### src/rtl/seq_delay_line_if.sv
// Bundle of the control, input and output signals of seq_delay_line.
// clk and reset_n are plain ports on the block and are not part of this bundle.
interface seq_delay_line_if #(
   parameter int WIDTH     = 8,
   parameter int MAX_DEPTH = 8
) ();
   localparam int DW = $clog2(MAX_DEPTH + 1);

   // Valid semantics: a word is accepted at a rising edge when in_val=1, en=1
   // and flush=0. There is no back-pressure (no ready). out_val marks a valid
   // word at the selected tap in the current cycle. out_data is forced to zero
   // whenever out_val=0.
   logic             en;
   logic             flush;
   logic [DW-1:0]    dly;
   logic             in_val;
   logic [WIDTH-1:0] in_data;
   logic             out_val;
   logic [WIDTH-1:0] out_data;
   logic [DW-1:0]    count;

   // Producer/consumer side.
   modport master (
      output en, flush, dly, in_val, in_data,
      input  out_val, out_data, count
   );

   // Delay-line side.
   modport slave (
      input  en, flush, dly, in_val, in_data,
      output out_val, out_data, count
   );
endinterface

### src/rtl/seq_delay_line.sv
// Programmable-latency delay pipeline for a data word plus valid bit.
// Supports stall (en=0), synchronous flush of the valid bits and a
// combinational tap select. It also reports how many valid items sit in
// front of the tap.
module seq_delay_line #(
   parameter int WIDTH     = 8,
   parameter int MAX_DEPTH = 8
) (
   input  logic            clk,
   input  logic            reset_n,
   seq_delay_line_if.slave bus
);
   localparam int DW = $clog2(MAX_DEPTH + 1);

   logic [WIDTH-1:0]     s_q [MAX_DEPTH];
   logic [WIDTH-1:0]     s_d [MAX_DEPTH];
   logic [MAX_DEPTH-1:0] v_q;
   logic [MAX_DEPTH-1:0] v_d;

   logic [DW-1:0]        dly_eff;
   logic                 out_val_c;
   logic [WIDTH-1:0]     out_data_c;
   logic [DW-1:0]        count_c;

   // Next stage contents.
   // Flush clears only the valid bits, so stale data stays in the stages
   // and is masked at the output.
   always_comb begin
      s_d = s_q;
      v_d = v_q;
      if (bus.flush) begin
         v_d = '0;
      end else if (bus.en) begin
         v_d[0] = bus.in_val;
         s_d[0] = bus.in_data;
         for (int i = 1; i < MAX_DEPTH; i++) begin
            v_d[i] = v_q[i-1];
            s_d[i] = s_q[i-1];
         end
      end
   end

   // Stage registers with asynchronous clear.
   always_ff @(posedge clk or negedge reset_n) begin
      if (!reset_n) begin
         s_q <= '{default: '0};
         v_q <= '0;
      end else begin
         s_q <= s_d;
         v_q <= v_d;
      end
   end

   // Clamp the requested delay into 1..MAX_DEPTH.
   // This rules out a combinational bypass.
   always_comb begin
      dly_eff = bus.dly;
      if (bus.dly == '0) begin
         dly_eff = DW'(1);
      end else if (bus.dly > DW'(MAX_DEPTH)) begin
         dly_eff = DW'(MAX_DEPTH);
      end
   end

   // Tap select and popcount of the valid bits in front of the tap.
   always_comb begin
      out_val_c  = 1'b0;
      out_data_c = '0;
      count_c    = '0;
      for (int i = 0; i < MAX_DEPTH; i++) begin
         if (DW'(i) == dly_eff - DW'(1)) begin
            out_val_c  = v_q[i];
            out_data_c = v_q[i] ? s_q[i] : '0;
         end
         if (DW'(i) < dly_eff) begin
            count_c = count_c + DW'(v_q[i]);
         end
      end
   end

   assign bus.out_val  = out_val_c;
   assign bus.out_data = out_data_c;
   assign bus.count    = count_c;
endmodule

### src/flat_wrapper.sv
// flat-port wrapper written by rule: the top's interface ports become plain ports
module seq_delay_line_flat 
#(
   parameter int WIDTH     = 8,
   parameter int MAX_DEPTH = 8
)
  (clk, reset_n, bus_en, bus_flush, bus_dly, bus_in_val, bus_in_data, bus_out_val, bus_out_data, bus_count);
  seq_delay_line_if #(.WIDTH(WIDTH), .MAX_DEPTH(MAX_DEPTH)) bus_i ();
  input  logic clk;
  input  logic reset_n;
  input wire logic [$bits(bus_i.en)-1:0] bus_en;
  input wire logic [$bits(bus_i.flush)-1:0] bus_flush;
  input wire logic [$bits(bus_i.dly)-1:0] bus_dly;
  input wire logic [$bits(bus_i.in_val)-1:0] bus_in_val;
  input wire logic [$bits(bus_i.in_data)-1:0] bus_in_data;
  output wire logic [$bits(bus_i.out_val)-1:0] bus_out_val;
  output wire logic [$bits(bus_i.out_data)-1:0] bus_out_data;
  output wire logic [$bits(bus_i.count)-1:0] bus_count;
  assign bus_i.en = bus_en;
  assign bus_i.flush = bus_flush;
  assign bus_i.dly = bus_dly;
  assign bus_i.in_val = bus_in_val;
  assign bus_i.in_data = bus_in_data;
  assign bus_out_val = bus_i.out_val;
  assign bus_out_data = bus_i.out_data;
  assign bus_count = bus_i.count;
  seq_delay_line #(.WIDTH(WIDTH), .MAX_DEPTH(MAX_DEPTH)) u_core (.clk(clk), .reset_n(reset_n), .bus(bus_i));
endmodule
### config.mk
export PLATFORM = sky130hd
export DESIGN_NAME = seq_delay_line_flat
export DESIGN_NICKNAME = d
export VERILOG_FILES = /design/src/rtl/seq_delay_line_if.sv /design/src/rtl/seq_delay_line.sv /design/src/flat_wrapper.sv
export SDC_FILE = /design/constraint.sdc
export NUM_CORES = 1
export LEC_CHECK = 0
export ABC_AREA = 1
export BUFFER_PORTS_ARGS = -buffer_cell sky130_fd_sc_hd__buf_2
export CORE_MARGIN = 2
export CORE_UTILIZATION = 64
export CTS_CLUSTER_DIAMETER = 100
export DETAILED_ROUTE_END_ITERATION = 10
export PLACE_DENSITY = 0.84
export SETUP_SLACK_MARGIN = 0.3
export SKIP_LAST_GASP = 1
export SLEW_MARGIN = 20
export SYNTH_ARGS = -nofsm -noshare
export SYNTH_HDL_FRONTEND = slang
export SYNTH_SLANG_ARGS = --single-unit
### constraint.sdc
create_clock -name clk -period 8.9 [get_ports clk]
set_input_delay 0.445 -clock clk [delete_from_list [all_inputs] [get_ports clk]]
set_output_delay 0.445 -clock clk [all_outputs]
set_load 0.05 [all_outputs]
* Yosys cells after proc, flatten, opt, wreduce, memory -nomap -nowiden
Cells that the tools add are included.
** Operators by class
- Add/subtract/negate cells :: 8
- Equality and inequality tests :: 7
- Reductions and logical operators :: 4
- Bitwise logic cells :: 1
- Magnitude comparators :: 9
- Mux-type cells :: 36
** Operators with widths (number)
- 2-to-1 mux 8 bit :: 18
- 2-to-1 mux 4 bit :: 9
- adder 4 x 1 -> 4 bit :: 6
- equality test 3 x 4 -> 1 bit, first input constant :: 4
- less-than comparator 3 x 4 -> 1 bit, first input constant :: 4
- 2-to-1 mux 1 bit :: 9
- equality test 2 x 4 -> 1 bit, first input constant :: 2
- logical NOT 4 bit :: 2
- less-than comparator 1 x 4 -> 1 bit, first input constant :: 2
- less-than comparator 2 x 4 -> 1 bit, first input constant :: 2
- equality test 1 x 4 -> 1 bit, first input constant :: 1
- greater-than comparator 4 bit, second input constant :: 1
- subtractor 4 x 1 -> 4 bit, second input constant :: 1
- adder 1 x 1 -> 2 bit :: 1
- AND reduction 2 bit :: 1
- nonzero test 2 bit :: 1
- inverter 1 bit :: 1
** Word-level totals
- Output and inout port bits :: 13
- Logic and storage cells :: 74
- Register bits after elaboration :: 72
- Input port bits :: 17

* Longest topological paths before layout
- Depth after elaboration :: 19
- Depth in mapped cells :: 29
- Depth with buffers taken out :: 29

* Worst setup path after synthesis
Ideal clock, no wire load.
- Kind :: register to output
- From :: reg u_core.v_q[0]
- To :: out bus_count[2]
- Arrival :: 4.810 ns
- Data required time :: 8.455 ns
- Cell stages (with the launch flop) :: 27
- Path slack :: 3.645 ns
- Path buffers :: 1
- Cell sequence :: dfrtp_1 > clkbuf_1 > ha_1 > nand2_1 > nand2_2 > ha_1 > ha_1 > inv_1 > nand2_1 > and2_1 > ha_1 > nand2_1 > nand2_1 > ha_1 > or2_1 > nand2_1 > inv_2 > ha_1 > nand2_1 > nand2_1 > ha_1 > or2_2 > nand2_1 > inv_1 > ha_1 > nand2_1 > xor2_1
** On the way
- Cells in the longest elaborated chain, start to end :: 15
** RTL lines
- start, declared :: line seq_delay_line.sv:17 : logic [MAX_DEPTH-1:0] v_q;
- start signal, assigned :: line seq_delay_line.sv:50 : v_q <= v_d;
- 2-to-1 mux 1 bit * :: line seq_delay_line.sv:75 : if (DW'(i) < dly_eff) begin
- adder 1 x 1 -> 2 bit :: line seq_delay_line.sv:76 : count_c = count_c + DW'(v_q[i]);
- 2-to-1 mux 4 bit * :: line seq_delay_line.sv:75
- adder 4 x 1 -> 4 bit :: line seq_delay_line.sv:76
- 2-to-1 mux 4 bit * :: line seq_delay_line.sv:75
- adder 4 x 1 -> 4 bit :: line seq_delay_line.sv:76
- 2-to-1 mux 4 bit * :: line seq_delay_line.sv:75
- adder 4 x 1 -> 4 bit :: line seq_delay_line.sv:76
- 2-to-1 mux 4 bit * :: line seq_delay_line.sv:75
- adder 4 x 1 -> 4 bit :: line seq_delay_line.sv:76
- 2-to-1 mux 4 bit * :: line seq_delay_line.sv:75
- adder 4 x 1 -> 4 bit :: line seq_delay_line.sv:76
- 2-to-1 mux 4 bit * :: line seq_delay_line.sv:75
- adder 4 x 1 -> 4 bit :: line seq_delay_line.sv:76
- 2-to-1 mux 4 bit * :: line seq_delay_line.sv:75
- end, declared :: line flat_wrapper.sv:18 : output wire logic [$bits(bus_i.count)-1:0] bus_count;
Mark *: on every way between the ends. The rest lies on a longest branch, timed or not.

* Worst setup path in the final report
- From :: reg u_core.v_q[0]
- To :: out bus_count[1]
The elaborated chain is that of the path after synthesis.

==> impl_results.md <==
- Worst path top cell family by delay: adder cells
- Chip Width: 81.2 um
- Final Slew Violations: 0
- Synth Net Count: 496
- P&R area growth vs syn: 10.0%
- Synth top area share: 47.3%
- Rows: 28
- Pin count of the biggest net entering global routing: 99
- WP data required: 8.46 ns
- Die height: 81.2 um
- Total GRT Usage: 25.2%
- Internal cell power: 564 uW
- Worst Setup End Kind: output pin
- Vias/cell: 5.47
- Routed wire length per instance: 13.5 um
- Largest cells by area after synthesis: dfrtp_1 (47%), nand2_1 (11%), inv_1 (6.4%)
- Final Skew: 0.00572 ns
- Antenna-violating nets left: 0
- Synth Flop Type: dfrtp_1
- FF+latch count, synth: 72
- Asr flop ratio synth: 100%
- Switching Fraction: 28.8%
- Syn avg cell area: 8.18 um^2
- Vias in the first global route: 2739
- Setup Buffers After CTS: 0
- Max Cap Violations: 0
- P_sw: 229 uW
- Slew HR: 40.3%
- Worst slew pin tran: 0.895 ns
- FILL cells: 453
- Clock share of power: 31.5%
- Initial antenna violation count: 0
- DP HPWL: 5350 um
- TNS Setup: 0 ns
- Final Power: 793 uW
- CP max stage delay: 0.42 ns
- CTS Hold Bufs: 0
- Yosys top cell by area: dfrtp_1
- Critical Path Fanout Max: 4
- Reg power frac: 52.3%
- Total die area: 0.00659 mm^2
- Mapped cell area: 0.00381 mm^2
- Combinational power share: 16.2%
- Final setup violation count: 0
- Max clock buf depth: 2
- Final wirelength: 7690 um
- ANT cells: 0
- First-pass GRT wire length: 12700 um
- Peak Freq: 184 MHz
- Period Utilization, post-route: 61.0%
- Clock latency on the worst-skew pair: 0.35 ns
- Master of the slowest instance on the critical path: dfrtp_1
- Hold Fails Final Rpt: 0
- Kind of critical path: flop to output pin
- DRT iter0 DRCs: 252
- Arrival time at the worst endpoint: 4.98 ns
- Clock sink total: 72
- Peak supply drop: 0.142 mV
- Starting Density: 65.2%
- Buf+Inv Stages, Crit Path: 4
- Number of synthesized flops with an enable pin: 0
- Core box area: 0.00585 mm^2
- Power per cell area: 189 mW/mm^2
- DR pass1 iterations: 7
- Clock-pin transition on the worst setup and hold timing paths: 0.07 ns
- # nets final: 522
- Gpl congestion: 0.845
- Hold slack: 0.309 ns
- GRT overflow: 0
- Final core occ: 71.7%
- Via count: 3122
- Clock Root Buffer: clkbuf_8
- Cell with the most instances after synthesis: nand2_1
- Startpoint Class: flop
- Most frequent CP cell: nand2_1
- Synthesized instance count: 466
- H-tree depth: 3
- DRC violations left: 0
- Sequential fraction of the synthesis area: 47.3%
- RSZ-0062 raised after global routing: no
- Layout cells sized above 1: 15.7%
- Status: finished, final reports clean
- Tmin final: 5.43 ns
- Post-synth top cells: nand2_1 (114), dfrtp_1 (72), inv_1 (65)
- I/O Buffers: 29
- CTS tree: built
- Worst min path class: input port to async pin
- # IOs: 30
- Number of CTS-inserted buffers: 9
- Pleak: 2.19 nW
- Unique cell type count in the Yosys netlist: 31
- Post-cts resize count: 0
- Yosys warnings: 0
worst paths after layout:
kind	start	endpoint	slack, ns	cells after the start
setup / recovery	u_core.v_q[0]	bus_count[1]	3.47	26
hold / removal	reset_n	u_core.s_q[7]	0.31	2
setup reg to reg	u_core.s_q[13]	u_core.s_q[5]	8.10	1
hold reg to reg	u_core.s_q[54]	u_core.s_q[54]	0.49	2
max in group asynchronous	reset_n	u_core.s_q[45]	8.01	2
min in group clk	bus_in_val	u_core.v_q[0]	0.33	3
registers in the layout (all words and copies together) (netlist names):
register    flops
u_core.s_q     64
u_core.v_q      8
cell usage in the layout, fill, tap and decap left out, types with 3 or more instances in the layout:
master,instances
inv_1,65
nand4_1,4
buf_2,29
nand3b_1,3
nand2_1,113
dfrtp_1,72
o21ai_0,42
o22ai_1,23
a211oi_1,8
clkbuf_8,10
nor2_1,25
nor2_2,3
nand2_2,5
o2111ai_1,8
inv_2,6
nand3_1,15
mux2_2,8
nand3_2,3
or2_2,3
ha_1,13
a21oi_1,17
metal layers:
layer / vias to the layer above / share of wire (%) / GRT usage (%)
met5: - / 0 / 0
met4: 0 / 1.1 / 7.29
met3: 7 / 5.1 / 7.22
met2: 86 / 46 / 37.7
met1: 1451 / 48 / 36.0
li1: 1578 / - / -
cell families after synthesis:
family	synth area share, %
buffers and inverters	8.96
AOI/OAI and AO/OA	15.4
DFF	47.3
muxes	2.36
and+or+nand+nor	21.5
xor gates and xnor gates	0.230
adders and majority gates	4.27
power by group through the flow:
| stage | sequential [mW] | clock, mW | combinational (mW) |
|---|---|---|---|
| 2_1_floorplan | 0.411 | 0 | 0.0948 |
| 3_3_place_gp | 0.416 | 0 | 0.118 |
| 3_5_place_dp | 0.420 | 0 | 0.127 |
| 4_1_cts | 0.414 | 0.252 | 0.129 |
| 5_1_grt | 0.422 | 0.265 | 0.148 |
| 6_report | 0.415 | 0.249 | 0.128 |
layout make-up:
| cell class | count | area (um^2) | area share [%] |
|---|---|---|---|
| clock buffer | 12 | 145 | 3.46 |
| inverter | 73 | 274 | 6.53 |
| timing repair buffer | 31 | 160 | 3.82 |
| sequential | 72 | 1800 | 43.0 |
| tap | 75 | 93.8 | 2.24 |
| multi-input combinational | 305 | 1680 | 40.0 |
| clock inverter | 3 | 42.5 | 1.01 |
per-stage QoR:
stage,cell area [um^2],worst slack (ns),std cells
finish,4190,3.47,571
floorplan,3810,3.65,466
detailed placement,4010,3.60,556
CTS,4190,3.47,571
global route,4190,3.12,571
global placement,4010,3.71,556
Note: power is estimated with default switching activity, not from simulation.
